==> src/rtl/modulation_az_pkg.sv <==
// Shared definitions for the auto-zero modulation sequencer:
// state codes, conditioning vector layout and the phase order.
package modulation_az_pkg;

  localparam int COND_BITS = 18;

  localparam int AZMUX_LSB = 0;
  localparam int HIMUX_LSB = 4;
  localparam int PC_SW     = 8;
  localparam int LED       = 9;
  localparam int MON_LSB   = 10;

  typedef enum logic [2:0] {
    IDLE       = 3'd0,
    SIG_SETTLE = 3'd1,
    SIG_INTEG  = 3'd2,
    LO_SETTLE  = 3'd3,
    LO_INTEG   = 3'd4
  } az_state_t;

  function automatic az_state_t az_next(input az_state_t s);
    case (s)
      SIG_SETTLE: return SIG_INTEG;
      SIG_INTEG:  return LO_SETTLE;
      LO_SETTLE:  return LO_INTEG;
      LO_INTEG:   return SIG_SETTLE;
      default:    return IDLE;
    endcase
  endfunction

endpackage

==> src/rtl/modulation_az_phase_timer.sv <==
// Loadable down-counter timing one sequencer phase.
// done flags zero; last flags the clock before zero.
module modulation_az_phase_timer #(
  parameter int CNT_BITS = 24
) (
  input  logic                clk,
  input  logic                reset_n,
  input  logic                load,
  input  logic [CNT_BITS-1:0] value,
  output logic                done,
  output logic                last
);

  logic [CNT_BITS-1:0] count;

  always_ff @(posedge clk or negedge reset_n) begin
    if (!reset_n) begin
      count <= '0;
    end else if (load) begin
      count <= value;
    end else if (count != '0) begin
      count <= count - CNT_BITS'(1);
    end
  end

  assign done = (count == '0);
  assign last = (count == CNT_BITS'(1));

endmodule

==> src/rtl/modulation_az.sv <==
// Auto-zero sequencer: alternates azmux between signal and LO,
// drives the pre-charge switch and strobes sample per integration.
module modulation_az
  import modulation_az_pkg::*;
#(
  parameter int NUM_BITS = COND_BITS,
  parameter int CNT_BITS = 24
) (
  input  logic                clk,
  input  logic                reset_n,
  input  logic                enable,
  input  logic [3:0]          himux,
  input  logic [3:0]          azmux_sig,
  input  logic [3:0]          azmux_lo,
  input  logic [CNT_BITS-1:0] clk_count_settle,
  input  logic [CNT_BITS-1:0] clk_count_integ,
  output logic [NUM_BITS-1:0] out,
  output logic                sample,
  output logic                sample_phase
);

  az_state_t           st, nxt;
  logic [3:0]          lat_sig, lat_lo;
  logic [CNT_BITS-1:0] lat_settle, lat_integ;
  logic [3:0]          azmux_q, himux_q;
  logic                pc_q, led_q, sample_q, phase_q;

  logic                load, done, last, enter_sig;
  logic                sample_d;
  logic [3:0]          azmux_d;
  logic [CNT_BITS-1:0] dur_src, load_val;

  modulation_az_phase_timer #(.CNT_BITS(CNT_BITS)) u_timer (
    .clk     (clk),
    .reset_n (reset_n),
    .load    (load),
    .value   (load_val),
    .done    (done),
    .last    (last)
  );

  always_comb begin
    nxt = st;
    if (!enable)
      nxt = IDLE;
    else if (st == IDLE)
      nxt = SIG_SETTLE;
    else if (done)
      nxt = az_next(st);

    load      = (nxt != st);
    enter_sig = load && (nxt == SIG_SETTLE);

    // SIG_SETTLE entry uses live inputs: they are latched on this same edge
    case (nxt)
      SIG_SETTLE:          dur_src = clk_count_settle;
      SIG_INTEG, LO_INTEG: dur_src = lat_integ;
      LO_SETTLE:           dur_src = lat_settle;
      default:             dur_src = '0;
    endcase
    load_val = (dur_src == '0) ? '0 : dur_src - CNT_BITS'(1);

    sample_d = (nxt == SIG_INTEG || nxt == LO_INTEG) &&
               (load ? (load_val == '0) : last);

    azmux_d = '0;
    if (enter_sig)
      azmux_d = azmux_sig;
    else if (nxt == SIG_SETTLE || nxt == SIG_INTEG)
      azmux_d = lat_sig;
    else if (nxt == LO_SETTLE || nxt == LO_INTEG)
      azmux_d = lat_lo;
  end

  always_ff @(posedge clk or negedge reset_n) begin
    if (!reset_n) begin
      st         <= IDLE;
      lat_sig    <= '0;
      lat_lo     <= '0;
      lat_settle <= '0;
      lat_integ  <= '0;
      azmux_q    <= '0;
      himux_q    <= '0;
      pc_q       <= 1'b0;
      led_q      <= 1'b0;
      sample_q   <= 1'b0;
      phase_q    <= 1'b0;
    end else begin
      st       <= nxt;
      himux_q  <= himux;
      azmux_q  <= azmux_d;
      pc_q     <= (nxt == SIG_SETTLE || nxt == SIG_INTEG);
      sample_q <= sample_d;
      phase_q  <= sample_d && (nxt == SIG_INTEG);
      if (enter_sig) begin
        lat_sig    <= azmux_sig;
        lat_lo     <= azmux_lo;
        lat_settle <= clk_count_settle;
        lat_integ  <= clk_count_integ;
        led_q      <= (st == IDLE) ? 1'b1 : ~led_q;
      end else if (nxt == IDLE) begin
        led_q <= 1'b0;
      end
    end
  end

  always_comb begin
    out                 = '0;
    out[AZMUX_LSB +: 4] = azmux_q;
    out[HIMUX_LSB +: 4] = himux_q;
    out[PC_SW]          = pc_q;
    out[LED]            = led_q;
    out[MON_LSB +: 8]   = {2'b00, st, phase_q, sample_q, pc_q};
  end

  assign sample       = sample_q;
  assign sample_phase = phase_q;

endmodule

==> config.mk <==
export PLATFORM = sky130hd
export DESIGN_NAME = modulation_az
export DESIGN_NICKNAME = d
export VERILOG_FILES = /design/src/rtl/modulation_az_pkg.sv /design/src/rtl/modulation_az_phase_timer.sv /design/src/rtl/modulation_az.sv
export SDC_FILE = /design/constraint.sdc
export NUM_CORES = 1
export LEC_CHECK = 0
export ABC_AREA = 1
export CAP_MARGIN = 15
export CORE_ASPECT_RATIO = 1.25
export CORE_MARGIN = 2
export CORE_UTILIZATION = 50
export DETAILED_ROUTE_END_ITERATION = 7
export MAX_ROUTING_LAYER = met4
export PLACE_DENSITY = 0.73
export SYNTH_ARGS = -nofsm -noshare
export SYNTH_HDL_FRONTEND = slang
export SYNTH_HIERARCHICAL = 1
export SYNTH_SLANG_ARGS = --single-unit
==> constraint.sdc <==
create_clock -name clk -period 6 [get_ports clk]
set_input_delay 0.6 -clock clk [delete_from_list [all_inputs] [get_ports clk]]
set_output_delay 0.6 -clock clk [all_outputs]
set_load 0.005 [all_outputs]
## Word-level counts from Yosys, hierarchy flattened

Cells that the tools add are included.

| operators by class | value |
|---|---|
| add/subtract/negate cells | 2 |
| equal/unequal tests | 10 |
| muxes and demuxes | 15 |
| bitwise operators | 1 |
| reductions and logical operators | 15 |

Operators with widths:

| operator | number |
|---|---|
| logical NOT 24 bit | 3 |
| 2-to-1 mux 24 bit | 3 |
| one-hot mux 24 bit (3 select lines) | 1 |
| subtractor 24 x 1 -> 24 bit, second input constant | 2 |
| equality test 24 x 1 -> 1 bit, second input constant | 1 |
| nonzero test 24 bit | 1 |
| equality test 3 x 2 -> 1 bit, second input constant | 4 |
| 2-to-1 mux 4 bit | 3 |
| one-hot mux 3 bit (4 select lines) | 1 |
| 2-to-1 mux 3 bit | 3 |
| equality test 3 x 1 -> 1 bit, second input constant | 2 |
| equality test 3 bit, second input constant | 2 |
| logical NOT 3 bit | 2 |
| 2-to-1 mux 1 bit | 4 |
| nonzero test 2 bit | 2 |
| logical AND 1 bit | 3 |
| logical OR 1 bit | 3 |
| != test 3 bit | 1 |
| OR reduction 2 bit | 1 |
| inverter 1 bit | 1 |

| storage, ports and cells | value |
|---|---|
| flip-flop bits (word level) | 95 |
| output and inout bits | 20 |
| logic and storage cells | 55 |

## Longest topological paths before layout

| depth | value |
|---|---|
| depth after elaboration | 14 |
| gate-level depth with buffers | 33 |
| gate-level depth less buffers | 31 |

## Hierarchy

The synthesis kept the hierarchy.

Modules (own cells, without submodules):

| module | times used | cells each | area an instance (µm²) | sequential area each (µm²) |
|---|---|---|---|---|
| modulation_az | 1 | 703 | 4635.7 | 1776.7 |
| modulation_az_phase_timer | 1 | 267 | 1824.2 | 600.6 |

## Worst setup path before layout

Ideal clock, no wire load.

| timing path | value |
|---|---|
| path type | register to register |
| start | register u_timer.count[4] |
| end | register sample_q (netlist: sample) |
| arrival time | 3.256 ns |
| required time | 5.881 ns |
| slack | 2.625 ns |
| stages on the path, launching flop included | 33 |
| path buffers | 1 |
| path through | dfrtp_1 -> nor2_2 -> nand2_2 -> inv_2 -> nand3_4 -> nor2_8 -> inv_2 -> nand2_2 -> nand2_2 -> nand2_1 -> nand2_2 -> nand2_2 -> nand2_2 -> buf_6 -> nand2_1 -> inv_1 -> nand2_1 -> nand2_1 -> inv_2 -> ha_1 -> nand4_1 -> nor2_1 -> nand2_1 -> nor2_1 -> nand2_1 -> nand2_1 -> nand3_1 -> nand2_1 -> nor2_1 -> nand2_1 -> nor2_1 -> nor2_1 -> nor2_1 |

| on the way | value |
|---|---|
| cells in the longest elaborated chain, start to end | 12 |
| elaborated cells between the ends (all ways) | 19 |
| classes of those cells | add/sub (1); eq/ne (6); mux (6); reduce/logical (6) |

RTL lines:

| what | line | RTL |
|---|---|---|
| from (decl) | modulation_az_phase_timer.sv:14 | `logic [CNT_BITS-1:0] count;` |
| from (signal assigned) | modulation_az_phase_timer.sv:20 | `count <= value;` |
| from (signal assigned) | modulation_az_phase_timer.sv:22 | `count <= count - CNT_BITS'(1);` |
| logical NOT 24 bit * | modulation_az_phase_timer.sv:26 | `assign done = (count == '0);` |
| named net done | modulation_az.sv:28 | `logic load, done, last, enter_sig;` |
| 2-to-1 mux 3 bit * | modulation_az.sv:48 | `else if (done)` |
| 2-to-1 mux 3 bit * | modulation_az.sv:46 | `else if (st == IDLE)` |
| 2-to-1 mux 3 bit * | modulation_az.sv:44 | `if (!enable)` |
| equality test 3 x 2 -> 1 bit or equality test 3 bit (tied branches) | modulation_az.sv:55, modulation_az.sv:63 |  |
| OR reduction 2 bit | modulation_az.sv:55 | `case (nxt)` |
| one-hot mux 24 bit (3 select lines) | modulation_az.sv:55 |  |
| subtractor 24 x 1 -> 24 bit or logical NOT 24 bit (tied branches) | modulation_az.sv:61 | `load_val = (dur_src == '0) ? '0 : dur_src - CNT_BITS'(1);` |
| 2-to-1 mux 24 bit | modulation_az.sv:61 |  |
| logical NOT 24 bit | modulation_az.sv:64 | `(load ? (load_val == '0) : last);` |
| 2-to-1 mux 1 bit | modulation_az.sv:64 |  |
| logical AND 1 bit * | modulation_az.sv:63 | `sample_d = (nxt == SIG_INTEG \|\| nxt == LO_INTEG) &&` |
| named net sample_d | modulation_az.sv:29 | `logic sample_d;` |
| to (signal assigned) | modulation_az.sv:93 | `sample_q <= sample_d;` |
| to (decl) | modulation_az.sv:26 | `logic pc_q, led_q, sample_q, phase_q;` |

The timed path passes the listed nets; every way through them passes the cells marked *.
A chain may end at the register's enable or synchronous reset.

## Worst setup path after layout

| timing path | value |
|---|---|
| start | register u_timer.count[13] |
| end | register sample_q (netlist: sample) |

The elaborated chain is that of the path after synthesis.

==> PnR_summary.wiki <==
{| class="wikitable"
! Metric !! Value
|-
| Status || complete, no violations
|-
| Count of antenna diodes in the layout || 0
|-
| Worst Max-Slew Pin Slew || 0.997 ns
|-
| Remaining global-route overflow || 0
|-
| Total CTS buffers || 9
|-
| Ys flop type || dfrtp_1
|-
| Unrepaired setup endpoints after global routing || false
|-
| Final Hold Vio Count || 0
|-
| Syn Inst Count || 970
|-
| Class of the most critical hold timing path || input pin to async pin
|-
| Vias post-DR || 6077
|-
| Die X-Extent || 106 µm
|-
| Count of flip-flops with a built-in enable after synthesis || 0
|-
| Area Overhead vs Synth || 16.7%
|-
| Final standard cell utilization of the core || 59.6%
|-
| Antenna-violating nets left || 0
|-
| Leak || 4.12 nW
|-
| WS Path Type || register to register
|-
| Cell area reported after detailed placement || 0.00725 mm²
|-
| Detailed Route WL || 17000 µm
|-
| Combinational fraction of design power || 24.7%
|-
| Buffer depth of the longest clock path || 2
|-
| Seq/Total Area, Yosys || 36.8%
|-
| Cell total after placement || 1188
|-
| Final period demand of the worst path || 4.63 ns
|-
| Fraction of final layout cells with drive strength greater than 1 || 9.85%
|-
| Seq cells post-synth || 95
|-
| Number of warning messages in the yosys log || 6
|-
| Starting density of the core || 51.0%
|-
| Critical path peak fanout || 23
|-
| Number of buffers inserted for hold repair after clock tree synthesis || 0
|-
| Peak supply drop || 0.000139 V
|-
| Int Power || 0.00120 W
|-
| Nature of the critical path endpoint || register
|-
| CP startpoint kind || register
|-
| Routed via count divided by cell count || 5.05
|-
| Clock root buffer || clkbuf_16
|-
| Final-layout setup total negative slack || 0 ns
|-
| Fraction of power spent switching nets || 34.2%
|-
| CTS HTree Levels || 3
|-
| Count of TritonRoute iterations in the first routing pass || 5
|-
| Area of the mapped netlist || 0.00646 mm²
|-
| Post-synthesis async set-or-reset flop share || 100%
|-
| Standard-cell rows || 46
|-
| Final-report max-slew violation count || 0
|-
| Final clock period utilization by the worst path || 77.1%
|-
| Remaining design rule violation count || 0
|-
| Number of max-capacitance violations reported || 0
|-
| Full die area || 0.0139 mm²
|-
| GR Util All Layers || 26.9%
|-
| Origin of the worst setup path || u_timer/count[13]
|-
| Clock slew seen by the registers of the worst setup and hold paths || 0.07 ns
|-
| Final cell area excluding filler cells || 0.00754 mm²
|-
| Total number of nets in the final design || 1099
|-
| Worst max-slew margin expressed relative to the limit || 33.5%
|-
| Switching pwr || 0.000621 W
|-
| Share of power burned in the clock network || 31.1%
|-
| Wire length of the first global-routing pass || 28700 µm
|-
| Drt first-iter violations || 471
|-
| Clock insertion delay at the later pin of the skew report || 0.35 ns
|-
| Maximum frequency from static timing analysis || 0.216 GHz
|-
| Most common cell on crit path || nand2_1
|-
| Wirelength per Cell || 14.1 µm
|-
| Setup skew after layout || 0.00689 ns
|-
| Gp weighted congestion || 1.02
|-
| Largest net degree at the start of global routing || 73
|-
| Buffers inserted during post-CTS setup optimization || 0
|-
| Power Density || 241 mW/mm²
|-
| R2r setup slk || 1.37 ns
|-
| Clock tree from TritonCTS || built
|-
| Core outline area || 0.0127 mm²
|-
| Mean post-synth cell area || 6.66 µm²
|-
| Sequential cell fraction of total power || 44.2%
|-
| Setup violation total in the final timing report || 0
|-
| Port Buffer Count || 80
|-
| Final standard cell count with taps included and fillers excluded || 1204
|-
| Crit path arrival time || 4.86 ns
|-
| Number of different library cells in the post-synthesis netlist || 40
|-
| Number of antenna violations at the first check in global routing || 0
|-
| HPWL reported at the end of detailed placement || 13000 µm
|-
| Cell with the largest stage delay on the worst path || dfrtp_1
|-
| Required time at the endpoint of the critical path || 6.24 ns
|-
| Post-CTS Resized || 0
|-
| Vertical die dimension || 131 µm
|-
| Number of primary I/O pins || 83
|-
| Worst reg2reg startpoint || u_timer/count[13]
|-
| Vias in the first global route || 6002
|-
| Reg2Reg Depth || 29
|-
| Sinks on Clock Net || 95
|-
| Largest stage delay on the critical path || 0.41 ns
|-
| Hold slack || 0.129 ns
|}
## metrics by stage
step | power (W) | setup WS (ns)
after floorplan | 0.00111 | 2.62
after global placement | 0.00125 | 1.54
after detailed placement | 0.00126 | 1.49
after CTS | 0.00183 | 1.47
after global routing | 0.00193 | 1.03
final | 0.00182 | 1.37
## sequential cells by signal, indices dropped and copies added (netlist names)
name           cells
pc_q               1
lat_integ         24
st                 3
lat_lo             4
led_q              1
lat_sig            4
lat_settle        24
azmux_q            4
sample_phase       1
himux_q            4
u_timer/count     24
sample             1
## path summary, 6_finish.rpt
check	to
max	sample
min	u_timer/count[3]
max reg2reg	sample
min reg2reg	lat_settle[23]
max in group asynchronous	lat_settle[17]
min in group clk	lat_settle[23]
## logic make-up after synthesis
logic type / after synthesis / synth area share [%]
compound gates: 41 / 4.16
other cells: 1 / 0.0581
fa+ha+maj: 5 / 0.968
buf+inv: 136 / 9.97
flops: 95 / 36.8
xor+xnor: 8 / 1.08
simple gates: 684 / 46.9
## cell type report
class                           count  area [µm²]
Clock buffer                        9         225
Fill cell                        1234        5120
Multi-Input combinational cell    740        3450
Sequential cell                    95        2380
Clock inverter                      7        61.3
Tap cell                          168         210
Inverter                           99         373
Timing Repair Buffer               86         843
## critical path: cells and delay by family (launching register included)
family                   cells  cell delay, ns
flip-flops                   1            0.41
adder cells (fa/ha/maj)      1            0.22
AO/OA/AOI/OAI                1            0.08
AND/OR/NAND/NOR             24            3.45
buffers and inverters        3            0.31
## synth_stat cells, types with 2 or more instances
cell type	n	share of area, %
a21boi_0	2	0.23
a21oi_1	3	0.23
a21oi_2	5	0.68
buf_2	4	0.31
buf_4	9	1.0
buf_6	5	0.87
clkbuf_1	13	0.76
clkbuf_8	4	0.85
dfrtp_1	95	37
ha_1	5	0.97
inv_1	89	5.2
inv_2	9	0.52
nand2_1	398	23
nand2_2	17	1.6
nand3_1	115	8.9
nand3_2	11	1.7
nand3b_1	7	0.81
nand4_1	11	1.1
nor2_1	92	5.3
nor2_2	19	1.8
nor2_4	4	0.70
nor2_8	2	0.62
nor2b_1	2	0.19
o21ai_0	18	1.4
o21ai_2	3	0.41
o311ai_0	4	0.54
o31ai_1	2	0.23
or2_2	3	0.29
xor2_1	8	1.1
## power by group through the flow
stage          logic (W)  clock network (W)  registers (W)
3_3_place_gp    0.000442                  0       0.000812
6_report        0.000448           0.000567       0.000804
4_1_cts         0.000449           0.000575       0.000803
3_5_place_dp    0.000447                  0       0.000815
2_1_floorplan   0.000312                  0       0.000797
5_1_grt         0.000510           0.000602       0.000817
## per-layer routing
layer / share of wire (%) / GRT usage [%]
met1: 44 / 32.3
met2: 50 / 46.8
met3: 3.5 / 3.51
met4: 2.8 / 9.60
met5: 0 / -
## cell usage in the layout, fill, tap and decap left out, drive strengths merged, types with 9 or more instances in the layout
cell | netlist | layout
nor2 | 117 | 117
nand3 | 127 | 127
clkdlybuf4s50 | 0 | 79
o21ai | 22 | 22
inv | 98 | 103
nand4 | 11 | 11
clkbuf | 17 | 9
nand2 | 416 | 416
dfrtp | 95 | 95
(Power assumes the default switching activity.)
